$ cat src/rtl/wb_pkg.sv
// Shared types and constants for the write-back queue: entry payload, zero register, count width.
package wb_pkg;

    localparam int unsigned WB_XLEN = 32;
    localparam int unsigned RD_W    = 5;

    localparam logic [RD_W-1:0] REG_ZERO = 5'd0;

    typedef struct packed {
        logic [RD_W-1:0]    rd;
        logic [WB_XLEN-1:0] data;
    } wb_entry_t;

    // Occupancy must represent 0..depth inclusive.
    function automatic int unsigned count_width(input int unsigned depth);
        return $clog2(depth) + 1;
    endfunction

endpackage

$ cat src/rtl/wb_fwd_lookup.sv
// Combinational forwarding search: youngest valid FIFO entry wins, output register is the oldest candidate.
module wb_fwd_lookup
    import wb_pkg::*;
#(
    parameter int unsigned DEPTH = 4
) (
    input  wb_entry_t                        ents [DEPTH],
    input  logic [$clog2(DEPTH)-1:0]         head,
    input  logic [count_width(DEPTH)-1:0]    count,
    input  logic                             out_wen,
    input  wb_entry_t                        out_ent,
    input  logic [RD_W-1:0]                  q_rs,
    output logic                             hit_c,
    output logic [WB_XLEN-1:0]               data_c
);

    localparam int unsigned PTR_W = $clog2(DEPTH);
    localparam int unsigned CNT_W = count_width(DEPTH);

    logic [PTR_W-1:0] idx;

    // Walk oldest to newest so later matches overwrite earlier ones.
    always_comb begin
        hit_c  = 1'b0;
        data_c = '0;
        idx    = '0;
        if (q_rs != REG_ZERO) begin
            if (out_wen && (out_ent.rd == q_rs)) begin
                hit_c  = 1'b1;
                data_c = out_ent.data;
            end
            for (int unsigned i = 0; i < DEPTH; i++) begin
                idx = head + PTR_W'(i);
                if ((CNT_W'(i) < count) && (ents[idx].rd == q_rs)) begin
                    hit_c  = 1'b1;
                    data_c = ents[idx].data;
                end
            end
        end
    end

endmodule

$ cat src/rtl/wb_queue.sv
// Write-back queue: two-result enqueue from ALU/LSU, one registered register-file write per cycle,
// plus forwarding of pending results. XLEN is expected to match wb_pkg::WB_XLEN.
module wb_queue
    import wb_pkg::*;
#(
    parameter int unsigned DEPTH = 4,
    parameter int unsigned XLEN  = 32
) (
    input  logic                          clk,
    input  logic                          reset,
    input  logic                          alu_valid,
    output logic                          alu_ready,
    input  logic [4:0]                    alu_rd,
    input  logic [XLEN-1:0]               alu_data,
    input  logic                          lsu_valid,
    output logic                          lsu_ready,
    input  logic [4:0]                    lsu_rd,
    input  logic [XLEN-1:0]               lsu_data,
    output logic                          wb_wen,
    output logic [4:0]                    wb_rd,
    output logic [XLEN-1:0]               wb_wdata,
    input  logic [4:0]                    q_rs1,
    input  logic [4:0]                    q_rs2,
    output logic                          fwd_hit1,
    output logic                          fwd_hit2,
    output logic [XLEN-1:0]               fwd_data1,
    output logic [XLEN-1:0]               fwd_data2,
    output logic [count_width(DEPTH)-1:0] count
);

    localparam int unsigned PTR_W = $clog2(DEPTH);
    localparam int unsigned CNT_W = count_width(DEPTH);

    wb_entry_t          mem [DEPTH];
    wb_entry_t          out_ent;
    wb_entry_t          alu_ent;
    wb_entry_t          lsu_ent;
    logic [PTR_W-1:0]   head;
    logic [PTR_W-1:0]   tail;
    logic [PTR_W-1:0]   lsu_slot;
    logic               alu_store;
    logic               lsu_store;
    logic               deq;
    logic [WB_XLEN-1:0] fwd_raw1;
    logic [WB_XLEN-1:0] fwd_raw2;

    // Space is judged on current occupancy only; the same-cycle dequeue is not credited.
    assign alu_ready = count < CNT_W'(DEPTH);
    assign lsu_ready = (count + CNT_W'(alu_valid)) < CNT_W'(DEPTH);

    // Writes to x0 complete the handshake but are dropped.
    assign alu_store = alu_valid && alu_ready && (alu_rd != REG_ZERO);
    assign lsu_store = lsu_valid && lsu_ready && (lsu_rd != REG_ZERO);
    assign deq       = count != '0;
    assign lsu_slot  = tail + PTR_W'(alu_store);

    assign alu_ent = '{rd: alu_rd, data: WB_XLEN'(alu_data)};
    assign lsu_ent = '{rd: lsu_rd, data: WB_XLEN'(lsu_data)};

    assign wb_rd    = out_ent.rd;
    assign wb_wdata = XLEN'(out_ent.data);

    // Storage needs no reset: only entries inside [head, head+count) are ever observed.
    always_ff @(posedge clk) begin
        if (alu_store) begin
            mem[tail] <= alu_ent;
        end
        if (lsu_store) begin
            mem[lsu_slot] <= lsu_ent;
        end
    end

    always_ff @(posedge clk or posedge reset) begin
        if (reset) begin
            head    <= '0;
            tail    <= '0;
            count   <= '0;
            wb_wen  <= 1'b0;
            out_ent <= '0;
        end else begin
            tail  <= tail + PTR_W'(alu_store) + PTR_W'(lsu_store);
            count <= count + CNT_W'(alu_store) + CNT_W'(lsu_store) - CNT_W'(deq);
            if (deq) begin
                wb_wen  <= 1'b1;
                out_ent <= mem[head];
                head    <= head + PTR_W'(1);
            end else begin
                wb_wen <= 1'b0;
            end
        end
    end

    wb_fwd_lookup #(.DEPTH(DEPTH)) u_fwd1 (
        .ents    (mem),
        .head    (head),
        .count   (count),
        .out_wen (wb_wen),
        .out_ent (out_ent),
        .q_rs    (q_rs1),
        .hit_c   (fwd_hit1),
        .data_c  (fwd_raw1)
    );

    wb_fwd_lookup #(.DEPTH(DEPTH)) u_fwd2 (
        .ents    (mem),
        .head    (head),
        .count   (count),
        .out_wen (wb_wen),
        .out_ent (out_ent),
        .q_rs    (q_rs2),
        .hit_c   (fwd_hit2),
        .data_c  (fwd_raw2)
    );

    assign fwd_data1 = XLEN'(fwd_raw1);
    assign fwd_data2 = XLEN'(fwd_raw2);

endmodule

$ cat config.mk
export PLATFORM = sky130hd
export DESIGN_NAME = wb_queue
export DESIGN_NICKNAME = d
export VERILOG_FILES = /design/src/rtl/wb_pkg.sv /design/src/rtl/wb_fwd_lookup.sv /design/src/rtl/wb_queue.sv
export SDC_FILE = /design/constraint.sdc
export NUM_CORES = 1
export LEC_CHECK = 0
export ABC_AREA = 1
export CORE_MARGIN = 1
export CORE_UTILIZATION = 40
export CTS_CLUSTER_DIAMETER = 40
export DETAILED_ROUTE_END_ITERATION = 7
export DONT_BUFFER_PORTS = 1
export PLACE_DENSITY = 0.65
export SLEW_MARGIN = 20
export SYNTH_ARGS = -nofsm -noshare
export SYNTH_HDL_FRONTEND = slang
export SYNTH_SLANG_ARGS = --single-unit
$ cat constraint.sdc
create_clock -name clk -period 6.82 [get_ports clk]
set_clock_uncertainty 0.05 [all_clocks]
set_input_delay 1.023 -clock clk [delete_from_list [all_inputs] [get_ports clk]]
set_output_delay 1.023 -clock clk [all_outputs]
set_load 0.02 [all_outputs]
==> results of run 1 <==
## metrics by stage
stage	area (µm²)	utilization (%)
3_5_place_dp	15900	41.0
5_1_grt	16500	42.4
4_1_cts	16500	42.4
2_1_floorplan	15800	-
3_3_place_gp	15900	41.0
6_report	16500	42.4
## kinds of logic after synthesis
group | share of synthesized area (%)
AO/OA/AOI/OAI | 21.8
adder cells (fa/ha/maj) | 0.648
multiplexers | 0.127
XOR/XNOR | 0.775
buffers and inverters | 12.1
flip-flops | 25.8
AND/OR/NAND/NOR | 38.8
## cell type report
| cell class | count | share of cell area (%) |
|---|---|---|
| Multi-Input combinational cell | 2191 | 60.2 |
| Sequential cell | 193 | 24.9 |
| Inverter | 274 | 6.25 |
| Tap cell | 518 | 3.93 |
| Clock buffer | 19 | 2.63 |
| Timing Repair Buffer | 28 | 1.28 |
| Clock inverter | 13 | 0.850 |
## worst paths after layout
path / endpoint / from / cells past startpoint / slack [ps]
max: fwd_data2[0] / head[0]$_DFFE_PP0N_ / 12 / 1010
min: mem[16]$_DFF_P_ / mem[16]$_DFF_P_ / 4 / 510
max reg2reg: mem[0]$_DFF_P_ / count[2]$_DFF_PP0_ / 7 / 3290
min reg2reg: mem[16]$_DFF_P_ / mem[16]$_DFF_P_ / 4 / 510
max in group asynchronous: head[0]$_DFFE_PP0N_ / reset / 2 / 5610
min in group asynchronous: wb_wen$_DFF_PP0_ / reset / 2 / 540
## routing by layer
layer  global-route usage [%]  wire (µm)  part of all wire (%)
met5                        0         31                 0.050
met4                     7.01       1120                   1.8
met3                     9.56       7600                    12
met2                     40.5      23500                    38
met1                     47.4      30200                    48
## report_power, final
group          leakage [nW]  switching, mW  total, mW  internal (mW)
registers              1.80          0.742       2.44           1.69
clock network         0.277          0.537       1.03          0.489
logic                  5.65           4.75       6.33           1.59
total                  7.73           6.03       9.80           3.77
## state kept, by name (all words and copies together) (netlist names)
signal,flops
mem,148
wb_wdata,32
wb_rd,5
count,3
head,2
tail,2
wb_wen,1
## worst reg2reg max path, stage by stage, from the launching register on
cell and delay [ps]:
dfrtp_1 610, inv_1 280, xor2_1 220, inv_1 180
nand2_1 100, a21oi_1 660, nand3_4 810, o21ai_0 500
## cells in the mapped netlist
cell type  count  share of area [%]
nor2_1       246                5.8
o21a_1         2              0.095
or2_0         19               0.75
nor2_4         2               0.14
buf_2         54                1.7
or2_1          8               0.32
nand2_2        1              0.040
inv_1        269                6.4
xor2_1        11               0.61
nand2_1      916                 22
dfrtp_1       45                7.1
clkinv_1       2              0.047
nor2_2         3               0.12
inv_2          3              0.071
xnor2_1        3               0.17
fa_1           2               0.25
nor4_1         1              0.040
or2_2          8               0.32
nor3_1         4               0.13
nand3b_1       2              0.095
buf_4          4               0.19
nand4_1       70                2.8
o22ai_1        8               0.32
o21ai_0      575                 18
mux2i_1        2               0.13
a21oi_1       73                2.3
clkbuf_1     130                3.1
dfxtp_1      148                 19
buf_6          1              0.071
nand3_1      201                6.4
nand3_2        2               0.13
ha_1           5               0.40
o21ai_1       27               0.85
buf_1         23               0.55
==> results by group, run 1 <==
Pwr
  • Leak Pwr: ~7.7 nW
  • PD cells: roughly 590 nW/µm²
  • Tot Pwr: just under 10 mW
  • Worst vdd ir: ~270 µV

Setup path
  • Critical path arrival: 4740 ps
  • CP Cell Sequence: clkinv_2, nand2_1, nand3_1, nand2_1, xor2_1, nor2_1, nand3_1, buf_4, inv_1, nor2_1, nand2_1, a21oi_1
  • Largest delay share family, worst path: buffers and inverters
  • Critical path endpoint category: primary output
  • Most common cell on crit path: nand2_1
  • Slowest stage delay, CP: 650 ps
  • CP max FO: 57
  • CP bufs+invs: 3
  • Slowest CP cell: dfrtp_4
  • CP Data Required Time: ~5800 ps
  • Type of origin of the critical path: flop
  • Crit path kind: flop to primary output

Clock network
  • CTS Sinks: around 190
  • CTS tree: yes
  • Num CTS Buffers: 17
  • # hold bufs at CTS: 0
  • Clock latency on the worst-skew pair: roughly 480 ps
  • Post-CTS Setup Bufs: 0
  • H-tree depth: 4
  • Clock root cell: clkbuf_16
  • Clk buf depth: 2
  • Post-CTS Resized: 0
  • Clk slew on worst S/H paths: approximately 80 ps

Timing
  • Post-Route Setup TNS: 0 ps
  • Rel. slew slack: 21.7%
  • Slew @ Worst Pin: around 1200 ps
  • Worst hold margin: a little over 500 ps
  • Period utilisation layout: between 80% and 90%
  • RSZ-0062 raised after global routing: no
  • Final WS setup: slightly above 1000 ps
  • Slew Viols, Final: 0
  • Final setup viols: 0
  • Tmin final: roughly 5800 ps
  • Highest Clock Rate: about 170 MHz
  • Final hold violation count: 0

Die
  • Num rows: about 70
  • Core outline area: about 39,000 µm²
  • Die area: roughly 40,000 µm²
  • Die H: 201 µm
  • Starting Density: between 40% and 50%
  • I/O pin count: 197
  • Die W: about 200 µm

Yosys
  • Post-synthesis cell type count: 34
  • Mapped Area: 15,800 µm²
  • Mapped Cells: 2,870
  • Yosys warning count: 0
  • Post-Syn Nets: 2,965
  • Seq/Total Area, Yosys: between 20% and 30%
  • Avg Cell Area, Syn: about 5.5 µm²
  • Seq cells post-synth: 193

Hold path
  • Hold Crit Class: flop to flop

Routing
  • # DRC: 0
  • Vias per cell: 5.60
  • Drt pass-1 iters: 6
  • Antenna Nets Post-Route: 0
  • Final wirelength: 62,500 µm
  • Routed vias: about 18,000
  • Iter 0 DRT Violations: 2,361
  • Drt wl/cell: ~19 µm

GRT
  • Largest net degree at the start of global routing: roughly 130
  • Global Route Usage Sum: between 30% and 40%
  • Vias in the first global route: approximately 16,000
  • Antenna violations before repair: 3
  • First-pass GRT wire length: 96,400 µm
  • Remaining Overflow, GRT: 0

Finish
  • Commonest non-fill, non-tap cell in the layout: nand2_1
  • Fill cells: between 4,000 and 5,000
  • Multi-input logic area: around 9900 µm²
  • Sequential cell area: 4100 µm²
  • Ant diodes: 0
  • Share of layout cells above drive strength 1: under 10%
  • Area growth syn-to-layout: 4.14%
  • Final #Nets: around 2,800
  • Most frequent cells in the layout: nand2_1 (915), o21ai_0 (575), inv_1 (267)
  • Non-Filler Instances: ~3,200

Place
  • Post-Place Setup Slack: between 1500 and 2000 ps
  • Post-DP HPWL: ~46,000 µm
  • Post-Place Cells: around 3,200
  • Port-buffer cells: 0
  • Routability cong.: approximately 1.0

Status
  • Status: finished, final reports clean

Flow run
  • Max Cap Viol: 0
No activity file was read; power rests on OpenSTA's default activity.
==> run 2: changes to the inputs <==
CTS_CLUSTER_DIAMETER = unset   (was 40)
==> results of run 2 <==
No change in the layout: final DEF, timing and power equal those of run 1.
